$ cat config.mk
export PLATFORM = sky130hd
export DESIGN_NAME = columns_collision_mux_flat
export DESIGN_NICKNAME = d
export VERILOG_FILES = /design/src/rtl/columns_collision_mux_if.sv /design/src/rtl/columns_collision_mux.sv /design/src/flat_wrapper.sv
export SDC_FILE = /design/constraint.sdc
export NUM_CORES = 1
export LEC_CHECK = 0
export ABC_AREA = 0
export CORE_MARGIN = 1.5
export CORE_UTILIZATION = 46
export DETAILED_ROUTE_END_ITERATION = 10
export PLACE_DENSITY_LB_ADDON = 0.08
export SLEW_MARGIN = 20
export SYNTH_ARGS = -nofsm -noshare
export SYNTH_HDL_FRONTEND = slang
export SYNTH_SLANG_ARGS = --single-unit
export TNS_END_PERCENT = 50
$ cat constraint.sdc
create_clock -name clk -period 1.77 [get_ports clk]
set_input_delay 0.354 -clock clk [delete_from_list [all_inputs] [get_ports clk]]
set_output_delay 0.354 -clock clk [all_outputs]
set_load 0.02 [all_outputs]
$ cat src/rtl/columns_collision_mux_if.sv
// ============================================================================
//  Module      : columns_collision_mux_if
//  Description : Pixel-stage bus between the sprite/columns drawing stages and
//                the collision mux. Master drives the requests and colours,
//                slave returns the displayed colour and collision reports.
//  Revision    : 1.0 - initial release
// ============================================================================
`default_nettype none

interface columns_collision_mux_if #(
  parameter int COUNT_WIDTH = 10
) ();
  logic                   startOfFrame;
  logic                   playerDrawingRequest;
  logic [7:0]             playerRGB;
  logic                   bombDrawingRequest;
  logic [7:0]             bombRGB;
  logic                   columnsDrawingRequest;
  logic [7:0]             columnsRGB;
  logic [7:0]             backGroundRGB;
  logic [7:0]             RGBOut;
  logic                   playerColumnHit;
  logic                   bombColumnHit;
  logic [COUNT_WIDTH-1:0] overlapCount;

  modport master (
    output startOfFrame, playerDrawingRequest, playerRGB,
           bombDrawingRequest, bombRGB, columnsDrawingRequest, columnsRGB,
           backGroundRGB,
    input  RGBOut, playerColumnHit, bombColumnHit, overlapCount
  );

  modport slave (
    input  startOfFrame, playerDrawingRequest, playerRGB,
           bombDrawingRequest, bombRGB, columnsDrawingRequest, columnsRGB,
           backGroundRGB,
    output RGBOut, playerColumnHit, bombColumnHit, overlapCount
  );
endinterface

`default_nettype wire

$ cat src/rtl/columns_collision_mux.sv
// ============================================================================
//  Module      : columns_collision_mux
//  Description : Layer-priority colour mux (player > bomb > columns >
//                background) with per-frame player/column and bomb/column
//                overlap detection, frame-boundary hit pulses and a player
//                hit cooldown.
//  Revision    : 1.0 - initial release
// ============================================================================
`default_nettype none

module columns_collision_mux #(
  parameter int COOLDOWN_FRAMES = 4,
  parameter int COUNT_WIDTH     = 10
) (
  input  wire logic              clk,
  input  wire logic              reset,
  columns_collision_mux_if.slave bus
);

  typedef enum logic [1:0] {
    ST_SYNC     = 2'd0,
    ST_RUN      = 2'd1,
    ST_COOLDOWN = 2'd2
  } state_t;

  localparam logic [COUNT_WIDTH-1:0] C_ACC_MAX = {COUNT_WIDTH{1'b1}};
  localparam logic [3:0]             C_CD_LOAD = 4'(COOLDOWN_FRAMES);

  state_t                 state_q, state_d;
  logic [3:0]             cd_cnt_q, cd_cnt_d;
  logic                   p_seen_q, p_seen_d;
  logic                   b_seen_q, b_seen_d;
  logic [COUNT_WIDTH-1:0] accum_q, accum_d;
  logic [7:0]             rgb_out_q, rgb_out_d;
  logic                   p_hit_q, p_hit_d;
  logic                   b_hit_q, b_hit_d;
  logic [COUNT_WIDTH-1:0] overlap_q, overlap_d;

  logic p_ov;
  logic b_ov;
  logic sof;

  assign p_ov = bus.playerDrawingRequest & bus.columnsDrawingRequest;
  assign b_ov = bus.bombDrawingRequest & bus.columnsDrawingRequest;
  assign sof  = bus.startOfFrame;

  // Layer priority colour selection.
  always_comb begin
    rgb_out_d = bus.backGroundRGB;
    if (bus.playerDrawingRequest)       rgb_out_d = bus.playerRGB;
    else if (bus.bombDrawingRequest)    rgb_out_d = bus.bombRGB;
    else if (bus.columnsDrawingRequest) rgb_out_d = bus.columnsRGB;
  end

  // Frame accumulators; the boundary cycle's pixel already belongs to the new frame.
  always_comb begin
    if (sof) begin
      p_seen_d = p_ov;
      b_seen_d = b_ov;
      accum_d  = p_ov ? COUNT_WIDTH'(1) : '0;
    end else begin
      p_seen_d = p_seen_q | p_ov;
      b_seen_d = b_seen_q | b_ov;
      accum_d  = (p_ov && accum_q != C_ACC_MAX) ? accum_q + COUNT_WIDTH'(1) : accum_q;
    end
  end

  // Frame-boundary reporting and player-hit cooldown sequencing.
  always_comb begin
    state_d   = state_q;
    cd_cnt_d  = cd_cnt_q;
    p_hit_d   = 1'b0;
    b_hit_d   = 1'b0;
    overlap_d = overlap_q;
    if (sof) begin
      case (state_q)
        ST_SYNC: begin
          state_d = ST_RUN;
        end
        ST_RUN: begin
          p_hit_d   = p_seen_q;
          b_hit_d   = b_seen_q;
          overlap_d = accum_q;
          if ((COOLDOWN_FRAMES > 0) && p_seen_q) begin
            state_d  = ST_COOLDOWN;
            cd_cnt_d = C_CD_LOAD;
          end
        end
        ST_COOLDOWN: begin
          b_hit_d   = b_seen_q;
          overlap_d = accum_q;
          if (cd_cnt_q == 4'd1) begin
            state_d  = ST_RUN;
            cd_cnt_d = 4'd0;
          end else begin
            cd_cnt_d = cd_cnt_q - 4'd1;
          end
        end
        default: begin
          state_d  = ST_SYNC;
          cd_cnt_d = 4'd0;
        end
      endcase
    end
  end

  // All state registers; reset discards any partial frame.
  always_ff @(posedge clk) begin
    if (reset) begin
      state_q   <= ST_SYNC;
      cd_cnt_q  <= 4'd0;
      p_seen_q  <= 1'b0;
      b_seen_q  <= 1'b0;
      accum_q   <= '0;
      rgb_out_q <= 8'd0;
      p_hit_q   <= 1'b0;
      b_hit_q   <= 1'b0;
      overlap_q <= '0;
    end else begin
      state_q   <= state_d;
      cd_cnt_q  <= cd_cnt_d;
      p_seen_q  <= p_seen_d;
      b_seen_q  <= b_seen_d;
      accum_q   <= accum_d;
      rgb_out_q <= rgb_out_d;
      p_hit_q   <= p_hit_d;
      b_hit_q   <= b_hit_d;
      overlap_q <= overlap_d;
    end
  end

  assign bus.RGBOut          = rgb_out_q;
  assign bus.playerColumnHit = p_hit_q;
  assign bus.bombColumnHit   = b_hit_q;
  assign bus.overlapCount    = overlap_q;

endmodule

`default_nettype wire

$ cat src/flat_wrapper.sv
// flat-port wrapper written by rule: the top's interface ports become plain ports
module columns_collision_mux_flat 
#(
  parameter int COOLDOWN_FRAMES = 4,
  parameter int COUNT_WIDTH     = 10
)
  (clk, reset, bus_startOfFrame, bus_playerDrawingRequest, bus_playerRGB, bus_bombDrawingRequest, bus_bombRGB, bus_columnsDrawingRequest, bus_columnsRGB, bus_backGroundRGB, bus_RGBOut, bus_playerColumnHit, bus_bombColumnHit, bus_overlapCount);
  columns_collision_mux_if #(.COUNT_WIDTH(COUNT_WIDTH)) bus_i ();
  input  wire logic clk;
  input  wire logic reset;
  input wire logic [$bits(bus_i.startOfFrame)-1:0] bus_startOfFrame;
  input wire logic [$bits(bus_i.playerDrawingRequest)-1:0] bus_playerDrawingRequest;
  input wire logic [$bits(bus_i.playerRGB)-1:0] bus_playerRGB;
  input wire logic [$bits(bus_i.bombDrawingRequest)-1:0] bus_bombDrawingRequest;
  input wire logic [$bits(bus_i.bombRGB)-1:0] bus_bombRGB;
  input wire logic [$bits(bus_i.columnsDrawingRequest)-1:0] bus_columnsDrawingRequest;
  input wire logic [$bits(bus_i.columnsRGB)-1:0] bus_columnsRGB;
  input wire logic [$bits(bus_i.backGroundRGB)-1:0] bus_backGroundRGB;
  output wire logic [$bits(bus_i.RGBOut)-1:0] bus_RGBOut;
  output wire logic [$bits(bus_i.playerColumnHit)-1:0] bus_playerColumnHit;
  output wire logic [$bits(bus_i.bombColumnHit)-1:0] bus_bombColumnHit;
  output wire logic [$bits(bus_i.overlapCount)-1:0] bus_overlapCount;
  assign bus_i.startOfFrame = bus_startOfFrame;
  assign bus_i.playerDrawingRequest = bus_playerDrawingRequest;
  assign bus_i.playerRGB = bus_playerRGB;
  assign bus_i.bombDrawingRequest = bus_bombDrawingRequest;
  assign bus_i.bombRGB = bus_bombRGB;
  assign bus_i.columnsDrawingRequest = bus_columnsDrawingRequest;
  assign bus_i.columnsRGB = bus_columnsRGB;
  assign bus_i.backGroundRGB = bus_backGroundRGB;
  assign bus_RGBOut = bus_i.RGBOut;
  assign bus_playerColumnHit = bus_i.playerColumnHit;
  assign bus_bombColumnHit = bus_i.bombColumnHit;
  assign bus_overlapCount = bus_i.overlapCount;
  columns_collision_mux #(.COOLDOWN_FRAMES(COOLDOWN_FRAMES), .COUNT_WIDTH(COUNT_WIDTH)) u_core (.clk(clk), .reset(reset), .bus(bus_i));
endmodule
* Word level (Yosys, flattened, before mapping)
Cells that the tools add are included.
** Operators by class
- Add/subtract/negate cells :: 2
- Eq/ne operators :: 6
- Mux-type cells :: 14
- Bitwise operators :: 8
- Reduce and logical (&&, ||, !) cells :: 9
** Operators by type and width (number)
- $mux W8 :: 3
- $mux W10 :: 2
- $pmux W4 S3 :: 1
- $add A10 B1 Y10 const B :: 1
- $ne A10 B10 Y1 const B :: 1
- $mux W4 :: 2
- $pmux W2 S3 :: 1
- $reduce_and A3 Y1 :: 2
- $reduce_or A3 Y1 :: 2
- $eq A4 B1 Y1 const B :: 1
- $mux W2 :: 2
- $ne A2 B1 Y1 const B :: 2
- $not A1 Y1 :: 4
- $sub A4 B1 Y4 const B :: 1
- $mux W1 :: 3
- $and A1 B1 Y1 :: 2
- $eq A2 B1 Y1 const B :: 1
- $eq A2 B2 Y1 const B :: 1
- $logic_not A2 Y1 :: 1
- $or A1 B1 Y1 :: 2
- $reduce_and A2 Y1 :: 1
- $reduce_bool A2 Y1 :: 1
- $reduce_or A2 Y1 :: 1
- $logic_and A1 B1 Y1 :: 1
** Storage, ports and cells
- Register bits after elaboration :: 38
- Output and inout port bits :: 20

* Longest topological paths before layout
Gate-level depths: netlist of the first run.
- Depth in word-level cells :: 4
- Gate-level depth with buffers :: 6

* Worst setup path before layout of the first run
Ideal clock, no wire load.
- Path kind :: register -> register
- Start :: register u_core.accum_q[0]
- End :: register u_core.accum_q[5]
- Setup time :: 0.070 ns
- Arrival time :: 1.380 ns
- Data required time :: 1.700 ns
- Path slack :: 0.320 ns
- Stages on the path, launching flop included :: 6
- Path buffers :: 0
- Period minus slack after synthesis :: 1.450 ns
- Cells stage by stage :: dfxtp_1 > ha_1 > nand2_1 > nor3_4 > or4_1 > a21oi_1
** Between the ends
- Word-level cells in the longest chain between the ends :: 3
- Elaborated cells between the ends (all ways) :: 6
- Those cells by class :: 1 x add/sub; 1 x eq/ne; 2 x mux; 2 x reduce/logical
** Ends and longest elaborated chain
- start: declaration :: line columns_collision_mux.sv:33 : logic [COUNT_WIDTH-1:0] accum_q, accum_d;
- start signal: assignment :: line columns_collision_mux.sv:124 : accum_q <= accum_d;
- $add A10 B1 Y10 or $ne A10 B10 Y1 (tied branches) :: line columns_collision_mux.sv:64 : accum_d = (p_ov && accum_q != C_ACC_MAX) ? accum_q + COUNT_WIDTH'(1) : accum_q;
- $mux W10 or $logic_and A1 B1 Y1 (tied branches) :: line columns_collision_mux.sv:64
- $mux W10 or $reduce_bool A2 Y1 (tied branches)
Several ways; a longest one is shown, not always the timed one. The select of a mux whose other input is x is not followed.
A chain may end at the register's enable or synchronous reset.

* Final worst setup path of the first run
- Start :: register u_core.overlap_q[3] (netlist: u_core.bus.overlapCount[3])
- End :: output bus_overlapCount[3]
** RTL lines
- start: declaration :: line columns_collision_mux.sv:37 : logic [COUNT_WIDTH-1:0] overlap_q, overlap_d;
- start signal: assignment :: line columns_collision_mux.sv:128 : overlap_q <= overlap_d;
- end: declaration :: line flat_wrapper.sv:22 : output wire logic [$bits(bus_i.overlapCount)-1:0] bus_overlapCount;
No word-level cell between the ends.

==> summary.txt, run 1 <==
Yosys
  • Post-synth EDFFs: 0
  • Synthesized instance count: 218
  • Post-synth top cells: 38 x dfxtp_1, 38 x nand2_1, 23 x a21oi_1, 17 x mux2i_1, 16 x nor2_1
  • Leading area contributor after synthesis: dfxtp_1
  • YS warnings: 0
  • Synth unique cells: 41
  • Post-synth ARST share: 0%
  • Syn Area/Cell: 8.477 um^2
  • Netlist Area Pre-Place: 0.001848 mm^2
  • Post-synthesis sequential area ratio: 41.16%
  • Syn nets: 264
  • Top cell type's share of synthesized area: 41.16%
  • Post-synth top flop: dfxtp_1
  • Biggest area contributors in the synthesized netlist: dfxtp_1 41%, mux2i_1 9.2%, nand2_1 7.7%, a21oi_1 6.2%, ha_1 5.4%
  • Yosys reg bits: 38

Setup path
  • RR Startpoint: u_core.accum_q[1]$_SDFFE_PP0P_
  • CP required: 1.42 ns
  • Crit end category: output pin
  • CP max stage delay: 0.61 ns
  • Crit start category: register
  • Setup Crit Path Kind: reg2out
  • CP Data Arrival Time: 1.24 ns
  • Slowest-stage cell, CP: clkdlybuf4s50_1
  • CP top delay family: buffers and inverters
  • Reg2Reg Setup Slack: 0.20 ns
  • CP Max Fanout: 2
  • Worst Path Buf+Inv: 1
  • Reg2Reg Depth: 5
  • Reg-to-reg endpoint: u_core.accum_q[5]$_SDFFE_PP0P_
  • CP Cell Sequence: clkdlybuf4s50_1

STA
  • Slew headroom: 77.00%
  • Fmax: 628.8 MHz
  • Worst clock skew: 0.004157 ns
  • Final Critical Period: 1.590 ns
  • Worst-Margin Slew: 0.3442 ns
  • Final Max Tran Viols: 0
  • Fin crit share: 89.84%
  • Final Hold Fails: 0
  • TNS Setup: 0 ns
  • RSZ-0062 raised after global routing: false
  • Final setup fails: 0

Global route
  • Largest net degree at the start of global routing: 18
  • Initial antenna violation count: 0
  • Vias in the first global route: 1,581
  • First-pass GRT wire length: 7169 um
  • Congestion Overflow GR: 0
  • Tot GR Track Use: 20.98%

Power
  • Clock power share: 41.9%
  • Internal power: 1620 uW
  • Sw power: 467.9 uW
  • Max VDD drop: 379.6 uV
  • Switch share: 22.41%
  • Leakage: 0.001063 uW
  • Logic pwr share: 15.3%
  • Pwr dens: 774.5 mW/mm^2
  • Seq pwr share: 42.7%

Die
  • Core Area: 0.003771 mm^2
  • Std cell rows: 22
  • Chip width: 66.39 um
  • Ports: 58
  • Initial Util: 49.00%
  • Die footprint: 0.004407 mm^2
  • Die Ht: 66.39 um

Placed design
  • DP Wirelength: 3135 um
  • Post-Place Cells: 329
  • Port-buffer cells: 57
  • RePlAce Congestion: 0.8297

Final layout
  • Synthesis-to-finish area growth: 45.90%
  • Final Non-Filler Cells: 337
  • Layout cells sized above 1: 11.07%
  • Fill cells: 306
  • Final net count: 334
  • Number of antenna diodes: 0
  • Multi-input gate area: 0.001017 mm^2
  • Register area: 760.7 um^2

Detailed routing
  • Final WL: 4125 um
  • DRC Markers: 0
  • Pre-antenna DRT Iters: 4
  • Routed vias/inst: 5.154
  • Drt wl/cell: 12.24 um
  • Final antenna-violating net count: 0
  • Initial DRC count: 88
  • Vias: 1,737

Worst hold path
  • HP Class: reg2reg
  • Hold path startpoint: u_core.bus.overlapCount[8]$_SDFFE_PP0P_
  • Hold endpoint: u_core.bus.overlapCount[8]$_SDFFE_PP0P_
  • Hold depth: 2

Clocking
  • TritonCTS clock tree: done
  • CTS root buffer: clkbuf_8
  • Skew-Pair Late Insertion Delay: 0.29 ns
  • CTS Buf Count: 5
  • Hold buffer count at cts: 0
  • Clk slew on worst S/H paths: 0.08 ns
  • CTS H-tree lvls: 2
  • Post CTS Setup Buffer Count: 0
  • Post-CTS Resized: 0
  • Maximum clock path buffer count: 2
  • Clock Sinks: 38

Outcome
  • Status: finished, final reports clean

Job
  • Max Cap Viol: 0
-- how the worst max path moves through the flow --
stage | startpoint | slack [ns] | end | depth (start not counted)
2_1_floorplan | u_core.accum_q[0]$_SDFFE_PP0P_ | 0.32 | u_core.accum_q[5]$_SDFFE_PP0P_ | 5
3_3_place_gp | bus_columnsDrawingRequest | -0.06 | u_core.accum_q[5]$_SDFFE_PP0P_ | 5
3_5_place_dp | bus_columnsDrawingRequest | -0.09 | u_core.accum_q[5]$_SDFFE_PP0P_ | 5
4_1_cts | u_core.bus.overlapCount[3]$_SDFFE_PP0P_ | 0.17 | bus_overlapCount[3] | 1
5_1_grt | u_core.state_q[0]$_SDFFE_PP0P_ | 0.08 | u_core.cd_cnt_q[1]$_SDFFE_PP0P_ | 5
6_report | u_core.bus.overlapCount[3]$_SDFFE_PP0P_ | 0.18 | bus_overlapCount[3] | 1
-- power groups by stage --
stage               registers [uW]  clock network, uW  logic (uW)
floorplan                      930                  0         139
global placement               912                  0         319
detailed placement             913                  0         321
finish                         892                876         320
CTS                            892                890         323
global route                   896                923         354
-- final cells by class --
cell class	instances	area share [%]
timing repair buffer	74	25.89
multi-input combinational	163	37.73
clock inverter	3	2.552
sequential	38	28.21
inverter	6	0.8353
clock buffer	5	2.552
tap	48	2.227
-- through the flow --
step           total power [uW]  utilization (%)  setup slack [ns]  area, um^2  hold slack [ns]
4_1_cts                    2106            71.50            0.1669        2696           0.4605
6_report                   2088            71.50            0.1798        2696           0.4567
5_1_grt                    2172            71.50           0.08330        2696           0.4758
2_1_floorplan              1069                -            0.3195        1848           0.4450
3_3_place_gp               1231            67.85          -0.05705        2559           0.4432
3_5_place_dp               1234            67.85          -0.09096        2559           0.4498
-- logic make-up (layout without fill, tap and decap cells) --
family | count (synthesis) | after routing | share of synthesized area [%]
compound gates | 47 | 47 | 14.08
xor+xnor | 1 | 1 | 0.4740
fa+ha+maj | 8 | 8 | 5.417
buf+inv | 17 | 88 | 3.792
flops | 38 | 38 | 41.16
mux | 17 | 17 | 9.208
simple gates | 90 | 90 | 25.86
-- flip-flops by register name, indices dropped and copies added, names as in the netlist --
register                    cells
u_core.p_seen_q                 1
u_core.bus.overlapCount        10
u_core.bus.bombColumnHit        1
u_core.b_seen_q                 1
u_core.accum_q                 10
u_core.bus.playerColumnHit      1
u_core.state_q                  2
u_core.bus.RGBOut               8
u_core.cd_cnt_q                 4
-- metal layers --
layer | wire, um | track usage, % | up-vias
li1 | - | - | 901
met1 | 1922 | 25.84 | 770
met2 | 1824 | 34.25 | 60
met3 | 338 | 8.007 | 6
met4 | 40 | 5.357 | 0
met5 | 0 | 0 | -
-- worst register-to-register path, cell delays in order, from the launching register on --
cell     delay, ns
dfxtp_1       0.37
ha_1          0.23
nand2_1       0.16
nor3_4        0.09
or4_1         0.51
a21oi_1       0.14
-- placed cells by master, fill, tap and decap left out, types with 2 or more instances in the layout --
master,synthesis,layout
clkbuf_8,0,5
mux2i_1,17,17
or3_1,5,5
a31oi_1,2,2
a21oi_1,23,23
clkdlybuf4s50_1,0,57
o31ai_1,2,2
nor3_1,4,4
nor3b_1,3,3
nor2_1,16,16
or4_1,2,2
o211ai_1,3,3
o21ai_0,13,13
nand3_1,5,5
dfxtp_1,38,38
bufinv_16,0,2
nand2_1,38,38
inv_1,6,6
ha_1,8,8
nand3b_1,2,2
buf_4,1,17
Power figures use the tool's default switching activity.
==> run 2: changes to the inputs <==
Settings changed: CTS_BUF_LIST set to sky130_fd_sc_hd__clkbuf_16, TNS_END_PERCENT 50 to 1.
==> run 2 against run 1 <==
Against the previous run: non-clock buffer count unchanged; global-route usage about the same; die area unchanged; via count up 1.6%; clock skew up 0.0013 ns; critical path depth up 4; power up 13%; largest power group is now the clock network; count of clock-buffer cells in the layout unchanged; hold slack worse by 0.0033 ns.
==> summary.txt, run 2 (synthesis results as in run 1) <==
Outcome
  • Status: finished, final reports clean

Clocking
  • CTS Buf Count: 5 (unchanged)
  • Post CTS Setup Buffer Count: 0 (unchanged)
  • Clk slew on worst S/H paths: 0.06 ns (-0.02 ns)
  • CTS root buffer: clkbuf_16
  • Maximum clock path buffer count: 2 (unchanged)
  • TritonCTS clock tree: done
  • Post-CTS Resized: 0 (unchanged)
  • Hold buffer count at cts: 0 (unchanged)
  • Skew-Pair Late Insertion Delay: 0.28 ns (about the same)
  • CTS H-tree lvls: 2 (unchanged)
  • Clock Sinks: 38 (unchanged)

Global route
  • Congestion Overflow GR: 0 (unchanged)
  • Vias in the first global route: 1,620 (+2.5%)
  • Initial antenna violation count: 0 (unchanged)
  • Tot GR Track Use: 20.99% (about the same)
  • Largest net degree at the start of global routing: 18 (unchanged)
  • First-pass GRT wire length: 7231 um (+0.86%)

Setup path
  • Reg2Reg Depth: 5 (unchanged)
  • Crit path to: u_core.accum_q[1]$_SDFFE_PP0P_
  • Crit start category: register
  • Reg2Reg Setup Slack: 0.18 ns (-0.02 ns)
  • RR Startpoint: u_core.accum_q[1]$_SDFFE_PP0P_
  • CP Max Fanout: 10 (+8)
  • CP Data Arrival Time: 1.79 ns (+0.55 ns)
  • Crit end category: register
  • Reg-to-reg endpoint: u_core.accum_q[1]$_SDFFE_PP0P_
  • CP required: 1.97 ns (+0.55 ns)
  • Crit path launch: u_core.accum_q[1]$_SDFFE_PP0P_
  • Setup Crit Path Kind: reg2reg

Detailed routing
  • Pre-antenna DRT Iters: 4 (unchanged)
  • Final antenna-violating net count: 0 (unchanged)
  • Routed vias/inst: 5.234 (+1.6%)
  • Drt wl/cell: 12.31 um (+0.61%)
  • Vias: 1,764 (+1.6%)
  • DRC Markers: 0 (unchanged)
  • Final WL: 4150 um (+0.61%)
  • Initial DRC count: 89 (+1.1%)

STA
  • Slew headroom: 77.00% (about the same)
  • Fmax: 628.5 MHz (about the same)
  • Final Critical Period: 1.591 ns (+0.0007800 ns)
  • RSZ-0062 raised after global routing: false
  • Final setup fails: 0 (unchanged)
  • Final Hold Fails: 0 (unchanged)
  • Fin crit share: 89.89% (about the same)
  • Final Max Tran Viols: 0 (unchanged)
  • TNS Setup: 0 ns (unchanged)
  • Worst-Margin Slew: 0.3441 ns (-0.00008309 ns)
  • Worst clock skew: 0.005461 ns (+0.001304 ns)

Power
  • Leakage: 0.001089 uW (+2.4%)
  • Pwr dens: 859.8 mW/mm^2 (+11%)
  • Max VDD drop: 481.1 uV (+27%)

Die
  • Initial Util: 49.00% (unchanged)
  • Ports: 58 (unchanged)
  • Std cell rows: 22 (unchanged)
  • Chip width: 66.39 um (unchanged)
  • Core Area: 0.003771 mm^2 (unchanged)
  • Die footprint: 0.004407 mm^2 (unchanged)
  • Die Ht: 66.39 um (unchanged)

Final layout
  • Synthesis-to-finish area growth: 48.95%
  • Layout cells sized above 1: 11.07% (unchanged)
  • Number of antenna diodes: 0 (unchanged)
  • Final net count: 334 (unchanged)
  • Leading cell type in the layout, fill and taps excluded: clkdlybuf4s50_1
  • Layout Utilization: 72.99% (+1.5 points)
  • Most frequent cells in the layout: 57 x clkdlybuf4s50_1, 38 x nand2_1, 38 x dfxtp_1

Job
  • Max Cap Viol: 0 (unchanged)

Worst hold path
  • HP Class: reg2reg

Placed design
  • DP Wirelength: 3135 um (unchanged)
  • RePlAce Congestion: 0.8297 (unchanged)
  • Port-buffer cells: 57 (unchanged)
## run 2: critical path, stage by stage, from the launching register on
cell	delay, ns
dfxtp_1	0.43
ha_1	0.23
nand2_1	0.14
nor3_4	0.35
o21ai_0	0.16
a21oi_1	0.20
## run 2: power breakdown
group	switching [uW]	internal, uW	leakage [uW]
logic	143	177	0.000686
clock network	344	809	0.0000940
registers	13.5	880	0.000309
total	501	1870	0.00109
## run 2: how the worst min path moves through the flow
stage                                            start  depth (start not counted)                                 endpoint
2_1_floorplan          u_core.cd_cnt_q[1]$_SDFFE_PP0P_                          2          u_core.cd_cnt_q[1]$_SDFFE_PP0P_
3_3_place_gp   u_core.bus.overlapCount[6]$_SDFFE_PP0P_                          2  u_core.bus.overlapCount[6]$_SDFFE_PP0P_
3_5_place_dp   u_core.bus.overlapCount[8]$_SDFFE_PP0P_                          2  u_core.bus.overlapCount[8]$_SDFFE_PP0P_
4_1_cts        u_core.bus.overlapCount[8]$_SDFFE_PP0P_                          2  u_core.bus.overlapCount[8]$_SDFFE_PP0P_
5_1_grt        u_core.bus.overlapCount[8]$_SDFFE_PP0P_                          2  u_core.bus.overlapCount[8]$_SDFFE_PP0P_
6_report       u_core.bus.overlapCount[8]$_SDFFE_PP0P_                          2  u_core.bus.overlapCount[8]$_SDFFE_PP0P_
## run 2: routing by layer
layer  track usage, %  up-vias  share of wire [%]
met5                0        -                  0
met4            4.592        0               0.87
met3            8.007        6                9.1
met2            35.50       61                 45
met1            25.13      792                 45
li1                 -      905                  -
## run 2: area by class of cell
cell class / instances / area (um^2)
Fill cell: 295 / 1018
Multi-Input combinational cell: 163 / 1017
Sequential cell: 38 / 760.7
Timing Repair Buffer: 74 / 698.2
Clock buffer: 5 / 125.1
Clock inverter: 3 / 68.82
Tap cell: 48 / 60.06
Inverter: 6 / 22.52
## run 2: per-stage QoR
| step | hold slack, ns | instances | setup WS (ns) | power (uW) | area (um^2) |
|---|---|---|---|---|---|
| 6_report | 0.4533 | 337 | 0.1790 | 2367 | 2753 |
| 3_3_place_gp | 0.4432 | 329 | -0.05705 | 1231 | 2559 |
| 5_1_grt | 0.4722 | 337 | 0.08778 | 2449 | 2753 |
| 3_5_place_dp | 0.4498 | 329 | -0.09096 | 1234 | 2559 |
| 4_1_cts | 0.4578 | 337 | 0.1869 | 2382 | 2753 |
| 2_1_floorplan | 0.4450 | 218 | 0.3195 | 1069 | 1848 |
==> run 3: changes to the inputs <==
Settings changed: SLEW_MARGIN 20 to 40.
==> results of run 3 <==
The final DEF is identical to that of run 2; final timing and power are the same.
==> patch: new RTL, config.mk and constraints of run 3 <==
Reset style: asynchronous (`reset`), changed in one clocked block.
--- a/src/rtl/columns_collision_mux.sv
+++ b/src/rtl/columns_collision_mux.sv
@@ -106,5 +106,5 @@
 
   // All state registers; reset discards any partial frame.
-  always_ff @(posedge clk) begin
+  always_ff @(posedge clk or posedge reset) begin
     if (reset) begin
       state_q   <= ST_SYNC;
Function: differs if reset is asserted again (counterexample within 4 cycles, from zero or initial values and one cycle with reset high); with reset held inactive, the same outputs for 10 cycles.
==> patch against run 3 <==
Synthesized cell count is 15% lower; non-clock buffer count shrank 3; cell area is 1.6% higher; sequential share of layout area is 6.4 points higher; wire length rose by 3.8%; sequential cell count unchanged; clock skew shrank 0.0041 ns; worst setup slack lost 0.022 ns; fmax fell by 1.4%; area after synthesis is 5.1% higher; first-iteration DRC count fell by 52%; final cell count decreased by 9.5%.
Power is not compared: it rests on default switching activity, and its combinational part moved more than twofold at a synthesized area within 25%.
==> patch: results (changes against run 3) <==
Synth
  – Mapped Nets: 232 (-12%)
  – Top cells by area, synth: dfrtp_1 49%, mux2_2 5.8%, mux2i_1 5.7%, ha_1 5.2%, o21ai_0 4.4%
  – Syn_area_per_cell: 10.4 sq um (+23%)
  – Async S/R FF share, synth: 1.00 (+1.00)
  – Synth top cells by count: 38 x dfrtp_1, 17 x o21ai_0, 15 x nor2_1
  – Library cells used by synthesis: 39 (-4.9%)
  – Syn. warnings: 0 (unchanged)
  – Main synth FF type: dfrtp_1
  – Seq/Total Area, Yosys: 0.489 (+0.0777)

Power
  – Worst IR drop on VDD: roughly 0.65 mV
  – LEAKAGE: approximately 0.0013 uW

GRT
  – Antenna violations before repair: 0 (unchanged)
  – Largest net degree at the start of global routing: 32 (+14)
  – Gr ovfl total: 0 (unchanged)
  – First-pass GRT wire length: 6760 microns (-6.5%)
  – Vias in the first global route: 1511 (-6.7%)
  – GRT Overall Usage: 0.197 (-0.0128)

Placement
  – GPL Wtd Cong: 0.817 (-1.5%)
  – DP HPWL: 3320 microns (+5.9%)
  – Placed Instances: 297 (-9.7%)
  – Pre-CTS setup slack: -0.138 ns (-0.0466 ns)

Finish
  – Layout cells sized above 1: 0.153 (+0.0422)
  – Non-Filler Instances: 305 (-9.5%)
  – Antenna diodes: 0 (unchanged)
  – Fill cell count: 313 (+6.1%)

Clock tree
  – CTS max path bufs: 2 (unchanged)
  – Post-CTS Resized: 0 (unchanged)
  – H-tree depth: 2 (unchanged)
  – Clock transition at path regs: 0.05 ns
  – Skew-Pair Late Insertion Delay: 0.27 ns

STA
  – Slew of the pin with the lowest slew margin: 0.346 ns (+0.00143 ns)
  – Max-slew violation count: 0 (unchanged)
  – Fin Clk Skew: 0.00134 ns (-0.00412 ns)
  – Tmin final: 1.61 ns (+0.0225 ns)

Drt
  – DRT Pass-1 Iters: 4 (unchanged)
  – WL per Instance: 14.1 microns (+15%)
  – Iter 0 DRT Violations: 43 (-52%)
  – Vias: 1612 (-8.6%)

Critical path
  – Crit-path max FO: 5 (-5)
  – Critical path arrival: 1.77 ns (-0.02 ns)
  – Reg2reg setup slack: 0.16 ns (-0.02 ns)

Outcome
  – Status: completed

Worst hold path
  – HP Class: input port to async pin
==> patch: power breakdown <==
part	leakage (uW)	switching, uW	internal, uW
registers	0.000503	77.6	983
logic	0.000691	457	464
clock network	0.0000724	304	508
total	0.00127	838	1950
==> patch: final cells by class <==
class,count,area (sq um),area share
Clock buffer,5,125,0.0447
Clock inverter,3,12.5,0.00447
Inverter,10,37.5,0.0134
Multi-Input combinational cell,128,908,0.325
Sequential cell,38,951,0.340
Tap cell,50,62.6,0.0224
Timing Repair Buffer,71,701,0.250
==> patch: final timing paths <==
path	from	end	cells past startpoint
max	u_core.accum_q[0]	u_core.accum_q[1]	6
min	reset	u_core.bus.RGBOut[3]	2
max reg2reg	u_core.accum_q[0]	u_core.accum_q[1]	6
min reg2reg	u_core.bus.overlapCount[9]	u_core.bus.overlapCount[9]	2
max in group asynchronous	reset	u_core.accum_q[0]	3
min in group clk	u_core.bus.overlapCount[9]	u_core.bus.overlapCount[9]	2
==> patch: routing by layer <==
metal  vias to the layer above  GRT usage  part of all wire  wire, microns
met5                         -          0                 0              0
met4                         0     0.0550            0.0074             32
met2                        34      0.343              0.53           2270
li1                        800          -                 -              -
met3                         4     0.0543             0.042            181
met1                       774      0.238              0.42           1820
==> patch: logic make-up (layout without fill, tap and decap cells) <==
kind of cell	after synthesis	count (layout)	synth area share
simple gates	53	53	0.144
xor+xnor	3	3	0.0135
mux	21	21	0.115
fa+ha+maj	8	8	0.0515
flops	38	38	0.489
buf+inv	20	89	0.0431
compound gates	43	43	0.144
==> patch: worst max-delay path: stages, from the launching register on <==
cell      delay (ns)
dfrtp_1         0.35
ha_1            0.19
nand4_2         0.20
o311ai_4        0.33
buf_4           0.20
mux2i_1         0.17
nor2_1          0.06
==> patch: per-stage QoR <==
step           utilization  hold slack (ns)  instance area (sq um)
3_5_place_dp         0.660            0.484                   2660
5_1_grt              0.694            0.369                   2800
6_report             0.694            0.341                   2800
4_1_cts              0.694            0.345                   2800
3_3_place_gp         0.660            0.472                   2660
2_1_floorplan            -            0.457                   1940
